<file path="config.mk">
export PLATFORM = sky130hd
export DESIGN_NAME = keypad_matrix_scanner
export DESIGN_NICKNAME = d
export VERILOG_FILES = /design/src/rtl/keypad_pkg.sv /design/src/rtl/keypad_frame_debounce.sv /design/src/rtl/keypad_matrix_scanner.sv
export SDC_FILE = /design/constraint.sdc
export NUM_CORES = 1
export LEC_CHECK = 0
export ABC_AREA = 1
export CORE_MARGIN = 2
export CORE_UTILIZATION = 50
export DETAILED_ROUTE_END_ITERATION = 10
export PLACE_DENSITY = 0.78
export SYNTH_ARGS = -nofsm -noshare
export SYNTH_HDL_FRONTEND = slang
export SYNTH_SLANG_ARGS = --single-unit
</file>
<file path="constraint.sdc">
create_clock -name clk -period 6.4 [get_ports clk]
set_clock_uncertainty 0.15 [all_clocks]
set_input_delay 1.28 -clock clk [delete_from_list [all_inputs] [get_ports clk]]
set_output_delay 1.28 -clock clk [all_outputs]
set_load 0.005 [all_outputs]
</file>
<file path="src/rtl/keypad_pkg.sv">
// Shared types and helpers for the 4x4 keypad scanner.
// Frame/debounced vectors hold one bit per key at index col*4+row.
package keypad_pkg;

  localparam int unsigned NUM_ROWS = 4;
  localparam int unsigned NUM_COLS = 4;
  localparam int unsigned NUM_KEYS = NUM_ROWS * NUM_COLS;

  typedef enum logic [1:0] {
    IDLE,
    HELD,
    MULTI
  } kp_state_e;

  // Printed legend of the key at (row, col).
  function automatic logic [3:0] key_legend(input logic [1:0] row, input logic [1:0] col);
    logic [3:0] code;
    case ({row, col})
      4'h0: code = 4'h1;
      4'h1: code = 4'h2;
      4'h2: code = 4'h3;
      4'h3: code = 4'hA;
      4'h4: code = 4'h4;
      4'h5: code = 4'h5;
      4'h6: code = 4'h6;
      4'h7: code = 4'hB;
      4'h8: code = 4'h7;
      4'h9: code = 4'h8;
      4'hA: code = 4'h9;
      4'hB: code = 4'hC;
      4'hC: code = 4'h0;
      4'hD: code = 4'hF;
      4'hE: code = 4'hE;
      default: code = 4'hD;
    endcase
    return code;
  endfunction

  function automatic logic [4:0] key_count(input logic [NUM_KEYS-1:0] v);
    logic [4:0] n;
    n = '0;
    for (int unsigned i = 0; i < NUM_KEYS; i++) begin
      n = n + 5'(v[i]);
    end
    return n;
  endfunction

  // Index of the lowest set bit; meaningful only when v is one-hot.
  function automatic logic [3:0] first_key(input logic [NUM_KEYS-1:0] v);
    logic [3:0] idx;
    idx = '0;
    for (int unsigned i = NUM_KEYS; i > 0; i--) begin
      if (v[i-1]) idx = 4'(i - 1);
    end
    return idx;
  endfunction

endpackage

</file>
<file path="src/rtl/keypad_frame_debounce.sv">
// Whole-frame debouncer: commits a frame to deb once DEBOUNCE_SCANS identical
// frames have been seen in a row, pulsing deb_upd on every commit.
module keypad_frame_debounce
  import keypad_pkg::*;
#(
  parameter int unsigned DEBOUNCE_SCANS = 4
) (
  input  logic                clk,
  input  logic                reset,
  input  logic                frame_vld,
  input  logic [NUM_KEYS-1:0] frame,
  output logic [NUM_KEYS-1:0] deb,
  output logic                deb_upd
);

  localparam int unsigned CNT_W = (DEBOUNCE_SCANS < 2) ? 1 : $clog2(DEBOUNCE_SCANS);
  localparam logic [CNT_W-1:0] CNT_MAX = CNT_W'(DEBOUNCE_SCANS - 1);

  logic [NUM_KEYS-1:0] prev_frame;
  logic [CNT_W-1:0]    stable_cnt;
  logic [CNT_W-1:0]    cnt_next;
  logic                same;

  assign same = (frame == prev_frame);

  // stable_cnt counts repeats beyond the first occurrence and saturates at CNT_MAX.
  always_comb begin
    cnt_next = '0;
    if (same) begin
      cnt_next = (stable_cnt == CNT_MAX) ? stable_cnt : stable_cnt + 1'b1;
    end
  end

  always_ff @(posedge clk) begin
    if (reset) begin
      prev_frame <= '0;
      stable_cnt <= '0;
      deb        <= '0;
      deb_upd    <= 1'b0;
    end else begin
      deb_upd <= 1'b0;
      if (frame_vld) begin
        stable_cnt <= cnt_next;
        if (!same) prev_frame <= frame;
        if (cnt_next == CNT_MAX) begin
          deb     <= frame;
          deb_upd <= 1'b1;
        end
      end
    end
  end

endmodule

</file>
<file path="src/rtl/keypad_matrix_scanner.sv">
// 4x4 keypad scanner: column drive, row synchroniser, frame capture and the
// key-acceptance FSM around the frame debouncer.
module keypad_matrix_scanner
  import keypad_pkg::*;
#(
  parameter int unsigned SCAN_DIV       = 100000,
  parameter int unsigned DEBOUNCE_SCANS = 4,
  parameter int unsigned DIV_W          = 20
) (
  input  logic                clk,
  input  logic                reset,
  input  logic [NUM_ROWS-1:0] row_n,
  output logic [NUM_COLS-1:0] col_n,
  output logic [3:0]          key_code,
  output logic                key_valid,
  output logic                key_held,
  output logic                multi_key
);

  localparam logic [DIV_W-1:0] SLOT_LAST = DIV_W'(SCAN_DIV - 1);

  logic [DIV_W-1:0]    slot_cnt;
  logic [1:0]          col;
  logic [1:0]          col_next;
  logic [NUM_ROWS-1:0] row_meta;
  logic [NUM_ROWS-1:0] row_sync;
  logic [11:0]         frame_lo;
  logic [NUM_KEYS-1:0] frame_full;
  logic                slot_end;
  logic                frame_vld;
  logic [NUM_KEYS-1:0] deb;
  logic                deb_upd;
  logic [3:0]          key_idx;
  kp_state_e           state;

  assign slot_end   = (slot_cnt == SLOT_LAST);
  assign frame_vld  = slot_end && (col == 2'd3);
  assign col_next   = col + 2'd1;
  // Column 3 is never stored: it goes straight from the synchroniser into the frame.
  assign frame_full = {~row_sync, frame_lo};
  assign key_idx    = first_key(deb);

  always_ff @(posedge clk) begin
    if (reset) begin
      slot_cnt <= '0;
      col      <= '0;
      col_n    <= 4'b0111;
      row_meta <= '1;
      row_sync <= '1;
      frame_lo <= '0;
    end else begin
      row_meta <= row_n;
      row_sync <= row_meta;
      if (slot_end) begin
        slot_cnt <= '0;
        col      <= col_next;
        col_n    <= ~(4'b1000 >> col_next);
        case (col)
          2'd0:    frame_lo[3:0]  <= ~row_sync;
          2'd1:    frame_lo[7:4]  <= ~row_sync;
          2'd2:    frame_lo[11:8] <= ~row_sync;
          default: ;
        endcase
      end else begin
        slot_cnt <= slot_cnt + 1'b1;
      end
    end
  end

  keypad_frame_debounce #(
    .DEBOUNCE_SCANS(DEBOUNCE_SCANS)
  ) u_debounce (
    .clk      (clk),
    .reset    (reset),
    .frame_vld(frame_vld),
    .frame    (frame_full),
    .deb      (deb),
    .deb_upd  (deb_upd)
  );

  always_ff @(posedge clk) begin
    if (reset) begin
      state     <= IDLE;
      key_code  <= '0;
      key_valid <= 1'b0;
      key_held  <= 1'b0;
      multi_key <= 1'b0;
    end else begin
      key_valid <= 1'b0;
      if (deb_upd) begin
        case (state)
          IDLE: begin
            if (key_count(deb) == 5'd1) begin
              state     <= HELD;
              key_code  <= key_legend(key_idx[1:0], key_idx[3:2]);
              key_valid <= 1'b1;
              key_held  <= 1'b1;
            end else if (deb != '0) begin
              state     <= MULTI;
              multi_key <= 1'b1;
            end
          end
          HELD: begin
            if (deb == '0) begin
              state    <= IDLE;
              key_held <= 1'b0;
            end
          end
          MULTI: begin
            if (deb == '0) begin
              state     <= IDLE;
              multi_key <= 1'b0;
            end
          end
          default: state <= IDLE;
        endcase
      end
    end
  end

endmodule

</file>
==> run metrics, run 1 <==
FP Rows 34; I/O Pins 17; Hold Violations, Final 0; CP max FO 8; highest clock rate between 200 and 250 MHz; drt via density roughly 5.3; Synth Area in XOR/XNOR under 10%; Skew-Pair Late Insertion Delay ~0.35 ns; combinational share of power 3.1%; most frequent cells in the layout dfxtp_1 (90), inv_1 (87), nand2_1 (64); Netlist cell types 41; first-pass GRT wire length ~16,000 µm; Worst EP arrival 4.93 ns; sequential share of the synthesized area about two fifths; postcts setup bufs 0; clk sinks 90; final wirelength slightly above 9000 µm; via count 3,712; most common cell after layout, fill and taps aside dfxtp_1; adder-cell area share of the yosys netlist 10.01%; initial antenna violation count 0; post-cts resize count 0; worst reg2reg endpoint state[0]; GRT Util Overall 20.24%; Port Buf Inserts 16; Yosys reg bits 90; core area 8721 µm²; worst slew pin tran roughly 0.9 ns; Switching Share between 20% and 30%; Final Setup Violations 0; largest family of logic cells by synthesized area simple AND/OR/NAND/NOR gates; RSZ-0062 raised after global routing false; fin cells 694; Post-DRT Antenna Nets 0; largest net degree at the start of global routing 38; Peak VDD IR between 0.1 and 0.15 mV; Clk pwr share between 30% and 40%; FFs w/ async S/R, synth 0%; Die Footprint between 9000 and 10,000 µm²; Avg WL per Cell between 10 and 15 µm; Num CTS Buffers 9; Fillers around 800; number of synthesized flops with an enable pin 0; setup ws final about 1.6 ns; Synth-to-Final Area Change 9.372%; Synth Cell Area about 4500 µm²; first-pass iteration count of the detailed router 4; DR iter-0 viols between 200 and 250; Worst-path clk slew around 0.09 ns; clock root buffer clkbuf_8; Hold Crit Depth 1; H-tree depth 3; Setup WS pre-CTS about 1.6 ns; DIE HEIGHT approximately 100 µm; min cycle time layout approximately 4.8 ns; # diodes 0; NetSw roughly 220 µW; share of layout cells above drive strength 1 a little over a tenth; footprint of the multi-input gates 2282 µm²; syn nets 603; Simple-Gate Fraction of Synth Area 24.42%; Placer Congestion 0.9645; Mean Syn Cell Area just under 8 µm²; R2R depth 18; internal power component 727.1 µW; total congestion overflow 0; hpwl dp around 6900 µm; hold buffer count at CTS 0; Reg area 1802 µm²; Mapped Cells about 570; DRC errors left 0; Setup crit end kind register; synth top area cells dfxtp_1 (40%), inv_1 (7.3%), a21oi_1 (5.9%); PwrDens roughly 190 nW/µm²; final period utilization around three quarters; Synth Flop Type dfxtp_1; nets 617; Hold Path End row_sync[2]; Hold Crit Class reg -> reg; P_leak about 2.1 nW; CP startpoint kind register; CTS tree yes; Yosys top cell by area dfxtp_1; clk buf depth 2; Initial Util ~52%; post-synth top area share around two fifths; mux cell area share after synthesis 0%; Post-Place Cells between 600 and 700; YS warnings 0; worst r2r src u_debounce.deb[5]; sequential power share about 60%; CP required roughly 6.5 ns; critical path class reg -> reg; die width between 90 and 100 µm; number of global-route vias before repair between 3,000 and 4,000; final setup TNS 0 ns; status finished, final reports clean; Rel. slew slack between 30% and 40%; Tot Pwr 947.9 µW; complex-gate fraction of the synthesized area between 10% and 20%; reg-to-reg slack, setup 1.61 ns; HP Start row_meta[2]; Max Slew Vio Count 0; maxcap violations 0
-- worst max-delay path: stages (launching register included) --
cell and delay, ns:
dfxtp_1 0.33, inv_1 0.08, fa_1 0.53, inv_1 0.05, fa_1 0.46, fa_1 0.52
inv_1 0.05, fa_1 0.47, inv_1 0.04, ha_1 0.20, fa_1 0.44, a2111oi_0 0.32
a21boi_1 0.33, nand2_1 0.17, nor2_4 0.20, inv_1 0.08, nor2_1 0.11, inv_1 0.06
o21ai_0 0.15
-- area by class of cell --
cell class	count	share of cell area, %
clock buffer	11	2.873
clock inverter	5	0.8136
inverter	94	7.170
multi-input combinational	369	46.38
sequential	90	36.61
tap	108	2.746
timing repair buffer	17	3.407
-- power by group through the flow --
stage / Clock, mW / Combinational [mW] / Sequential (mW)
floorplan: 0 / 0.0203 / 0.579
global placement: 0 / 0.0283 / 0.580
detailed placement: 0 / 0.0287 / 0.580
CTS: 0.358 / 0.0290 / 0.567
global route: 0.381 / 0.0326 / 0.567
finish: 0.352 / 0.0290 / 0.567
-- through the flow --
stage / hold slack (ns) / utilization, % / area [µm²]
final: 0.2698 / 56.43 / 4921
after global routing: 0.2865 / 56.43 / 4921
after CTS: 0.2697 / 56.43 / 4921
after detailed placement: 0.2497 / 54.35 / 4740
after global placement: 0.2499 / 54.35 / 4740
after floorplan: 0.2395 / - / 4499
-- worst max-delay path by stage --
| stage | startpoint | end | slack (ns) |
|---|---|---|---|
| final | u_debounce.deb[5] | state[0] | 1.61 |
| after CTS | u_debounce.deb[5] | key_code[0] | 1.59 |
| after global placement | u_debounce.deb[5] | key_code[0] | 1.72 |
| after global routing | u_debounce.deb[5] | key_code[0] | 1.30 |
| after detailed placement | u_debounce.deb[5] | state[0] | 1.58 |
| after floorplan | u_debounce.deb[5] | key_code[0] | 1.94 |
-- cells in the mapped netlist, types with 8 or more instances --
cell type and number:
dfxtp_1 90, inv_1 87, nand2_1 64, a21oi_1 53, nor2_1 45, o21ai_0 31, ha_1 20, nand3_1 20
nor3_1 19, nand4_1 16, or2_2 14, a211oi_1 12, fa_1 10, clkbuf_1 8, xnor2_1 8
-- routing by layer --
metal | global-route usage [%] | part of all wire [%] | vias up
met5 | 0 | 0 | -
met4 | 7.482 | 1.7 | 0
met3 | 3.617 | 3.5 | 15
met2 | 34.04 | 47 | 70
met1 | 26.06 | 47 | 1739
li1 | - | - | 1888
-- flip-flops by register name (all words and copies together), names as in the netlist, 2 cells and up --
| signal | flops |
|---|---|
| col_n | 4 |
| u_debounce.stable_cnt | 2 |
| col | 2 |
| row_sync | 4 |
| row_meta | 4 |
| u_debounce.deb | 16 |
| slot_cnt | 20 |
| u_debounce.prev_frame | 16 |
| frame_lo | 12 |
| key_code | 4 |
| state | 2 |
-- kinds of logic (layout without fill, tap and decap cells) --
group | Yosys count | in the layout
and+or+nand+nor | 213 | 213
DFF | 90 | 90
adders and majority gates | 30 | 30
xor gates and xnor gates | 13 | 13
AOI/OAI and AO/OA | 113 | 113
buffers and inverters | 108 | 127
Note: power is estimated with default switching activity, not from simulation.
==> run 2: changes to the inputs <==
==> constraint.sdc (replaced) <==
create_clock -name clk -period 4.71 [get_ports clk]
set_clock_uncertainty 0.15 [all_clocks]
set_input_delay 0.942 -clock clk [delete_from_list [all_inputs] [get_ports clk]]
set_output_delay 0.942 -clock clk [all_outputs]
set_load 0.005 [all_outputs]
==> run 2 against run 1 <==
Clock-buffer cell count is 2 lower; total power is 53% higher; die area stayed put; final cell count is 0.72% higher; clock power is 82% higher; register-to-register slack worse by 1.4 ns; critical path depth stayed put; first-iteration DRC count is 4.4% higher; wire length is 2.8% higher; combinational power is 36% higher; flip-flop and latch count stayed put; via count is 1.5% higher; critical path type unchanged; largest cell class unchanged.
==> run metrics, run 2 (synthesis gave the netlist of run 1 again) <==
fin area approximately 5100 µm²; first-pass GRT wire length roughly 16,000 µm; CP max FO 6; Fillers 751; Worst EP arrival roughly 4.7 ns; Final Core Density between 50% and 60%; Setup crit end kind register; setup ws final approximately 0.17 ns; Post-Place Cells 680; placed cell areas roughly 4800 µm²; initial antenna violation count 0; Rel. slew slack 39.65%; worst slew pin tran around 0.9 ns; share of layout cells above drive strength 1 between 10% and 20%; slowest cell on the critical path fa_1; Num CTS Buffers 9; most frequent cells in the layout dfxtp_1 (87), inv_1 (82), nand2_1 (63); Hold Crit Class reg -> reg; Clk pwr share around 44%; largest net degree at the start of global routing 37; PwrDens 287.2 nW/µm²; NetSw 315.1 µW; most flop-heavy register slot_cnt; DIE HEIGHT just under 100 µm; critical path's largest stage delay 0.53 ns; RSZ-0062 raised after global routing true; die width ~100 µm; Setup WS pre-CTS -0.08164 ns; FP Rows 34; first-pass iteration count of the detailed router 5; clk buf depth 2; Synth-to-Final Area Change 12.29%; Tot Pwr 1.451 mW; largest registers slot_cnt: 20 flops, u_debounce.deb: 16 flops, u_debounce.prev_frame: 16 flops; Initial Util around 52%; Port Buf Inserts 16; # diodes 0; GRT Util Overall about 20%; status finished, final reports clean; maxcap violations 0; drt via density between 5 and 6; Die Footprint ~9800 µm²; sequential power share 53.1%; hpwl dp 6972 µm; Post-DRT Antenna Nets 0; Avg WL per Cell ~14 µm; footprint of the multi-input gates ~2300 µm²; critical path class reg -> reg; Switching Share a little over a fifth; P_leak about 2.1 nW; highest clock rate ~220 MHz; internal power component between 1 and 1.5 mW; most common cell after layout, fill and taps aside dfxtp_1; max FFs per register 20; DRC errors left 0; clk sinks 90; Placer Congestion 0.8788; Max Slew Vio Count 0; Final Setup Violations 0; Buf+Inv Stages, Crit Path 6; final period utilization 96.41%; final wirelength about 9500 µm; via count approximately 3,800; Worst-path clk slew around 0.09 ns; I/O Pins 17; DR iter-0 viols roughly 210; Peak VDD IR 0.2091 mV; CTS tree yes; core area just under 9000 µm²; Reg area between 1500 and 2000 µm²; most frequent CP cell fa_1; combinational share of power under 10%; H-tree depth 3; Skew-Pair Late Insertion Delay about 0.36 ns; total congestion overflow 0; number of global-route vias before repair about 3,600; Hold Violations, Final 0; CP required 4.85 ns; clock root buffer clkbuf_8; Cell Chain, Critical Path fa_1 > inv_1 > fa_1 > inv_2 > fa_1 > inv_1 > fa_1 > inv_1 > ha_2 > fa_1 > a2111oi_2 > a21boi_2 > nand2_2 > nor2_4 > inv_2 > nor2_2 > inv_1 > a22oi_2; CP delay by family, top adder cells; nets around 620; CP startpoint kind register; min cycle time layout roughly 4.5 ns; fin cells 699
run 2: cell types whose count changed in the layout (fill, tap and decap cells not counted), sizes merged:
| cell | previous run | this run |
|---|---|---|
| buf | 1 | 6 |
| bufinv | 0 | 3 |
| clkbuf | 11 | 9 |
| clkinv | 5 | 1 |
| inv | 94 | 97 |
run 2: final timing paths:
| check | from | end | slack [ns] | cells after the start |
|---|---|---|---|---|
| min | row_meta[3] | row_sync[3] | 0.28 | 1 |
| max reg2reg | u_debounce.deb[11] | key_code[0] | 0.17 | 18 |
| max | u_debounce.deb[11] | key_code[0] | 0.17 | 18 |
| min reg2reg | row_meta[3] | row_sync[3] | 0.28 | 1 |
run 2: area by class of cell:
cell class / count / area share [%]
sequential: 90 / 35.74
clock buffer: 9 / 2.452
multi-input combinational: 369 / 45.62
clock inverter: 7 / 2.402
timing repair buffer: 22 / 4.136
tap: 108 / 2.675
inverter: 94 / 6.984
run 2: routing by layer:
metal,wire length (µm),track usage [%],part of all wire [%]
met1,4330,26.20,46
met3,331,3.546,3.5
met4,193,7.271,2.0
met2,4617,33.94,49
met5,0,0,0
run 2: power by group through the flow:
stage	combinational [mW]	clock (mW)	sequential, mW
2_1_floorplan	0.0276	0	0.786
3_3_place_gp	0.0378	0	0.788
3_5_place_dp	0.0388	0	0.788
4_1_cts	0.0392	0.646	0.770
5_1_grt	0.0440	0.678	0.771
6_report	0.0393	0.642	0.770
run 2: repair_timing:
item                                    in CTS  in global routing
setup buffers                                0                  3
endpoints found under the setup margin       3                  9
hold buffers                                 0                  0
endpoints found under the hold margin        0                  0
pin swaps                                    0                  4
gates resized for setup                      2                 16
run 2: per-stage QoR:
stage,hold WS (ns),TNS (ns)
4_1_cts,0.2790,0
3_5_place_dp,0.2471,-0.1669
3_3_place_gp,0.2495,0
2_1_floorplan,0.2395,0
6_report,0.2795,0
5_1_grt,0.2993,-0.09483
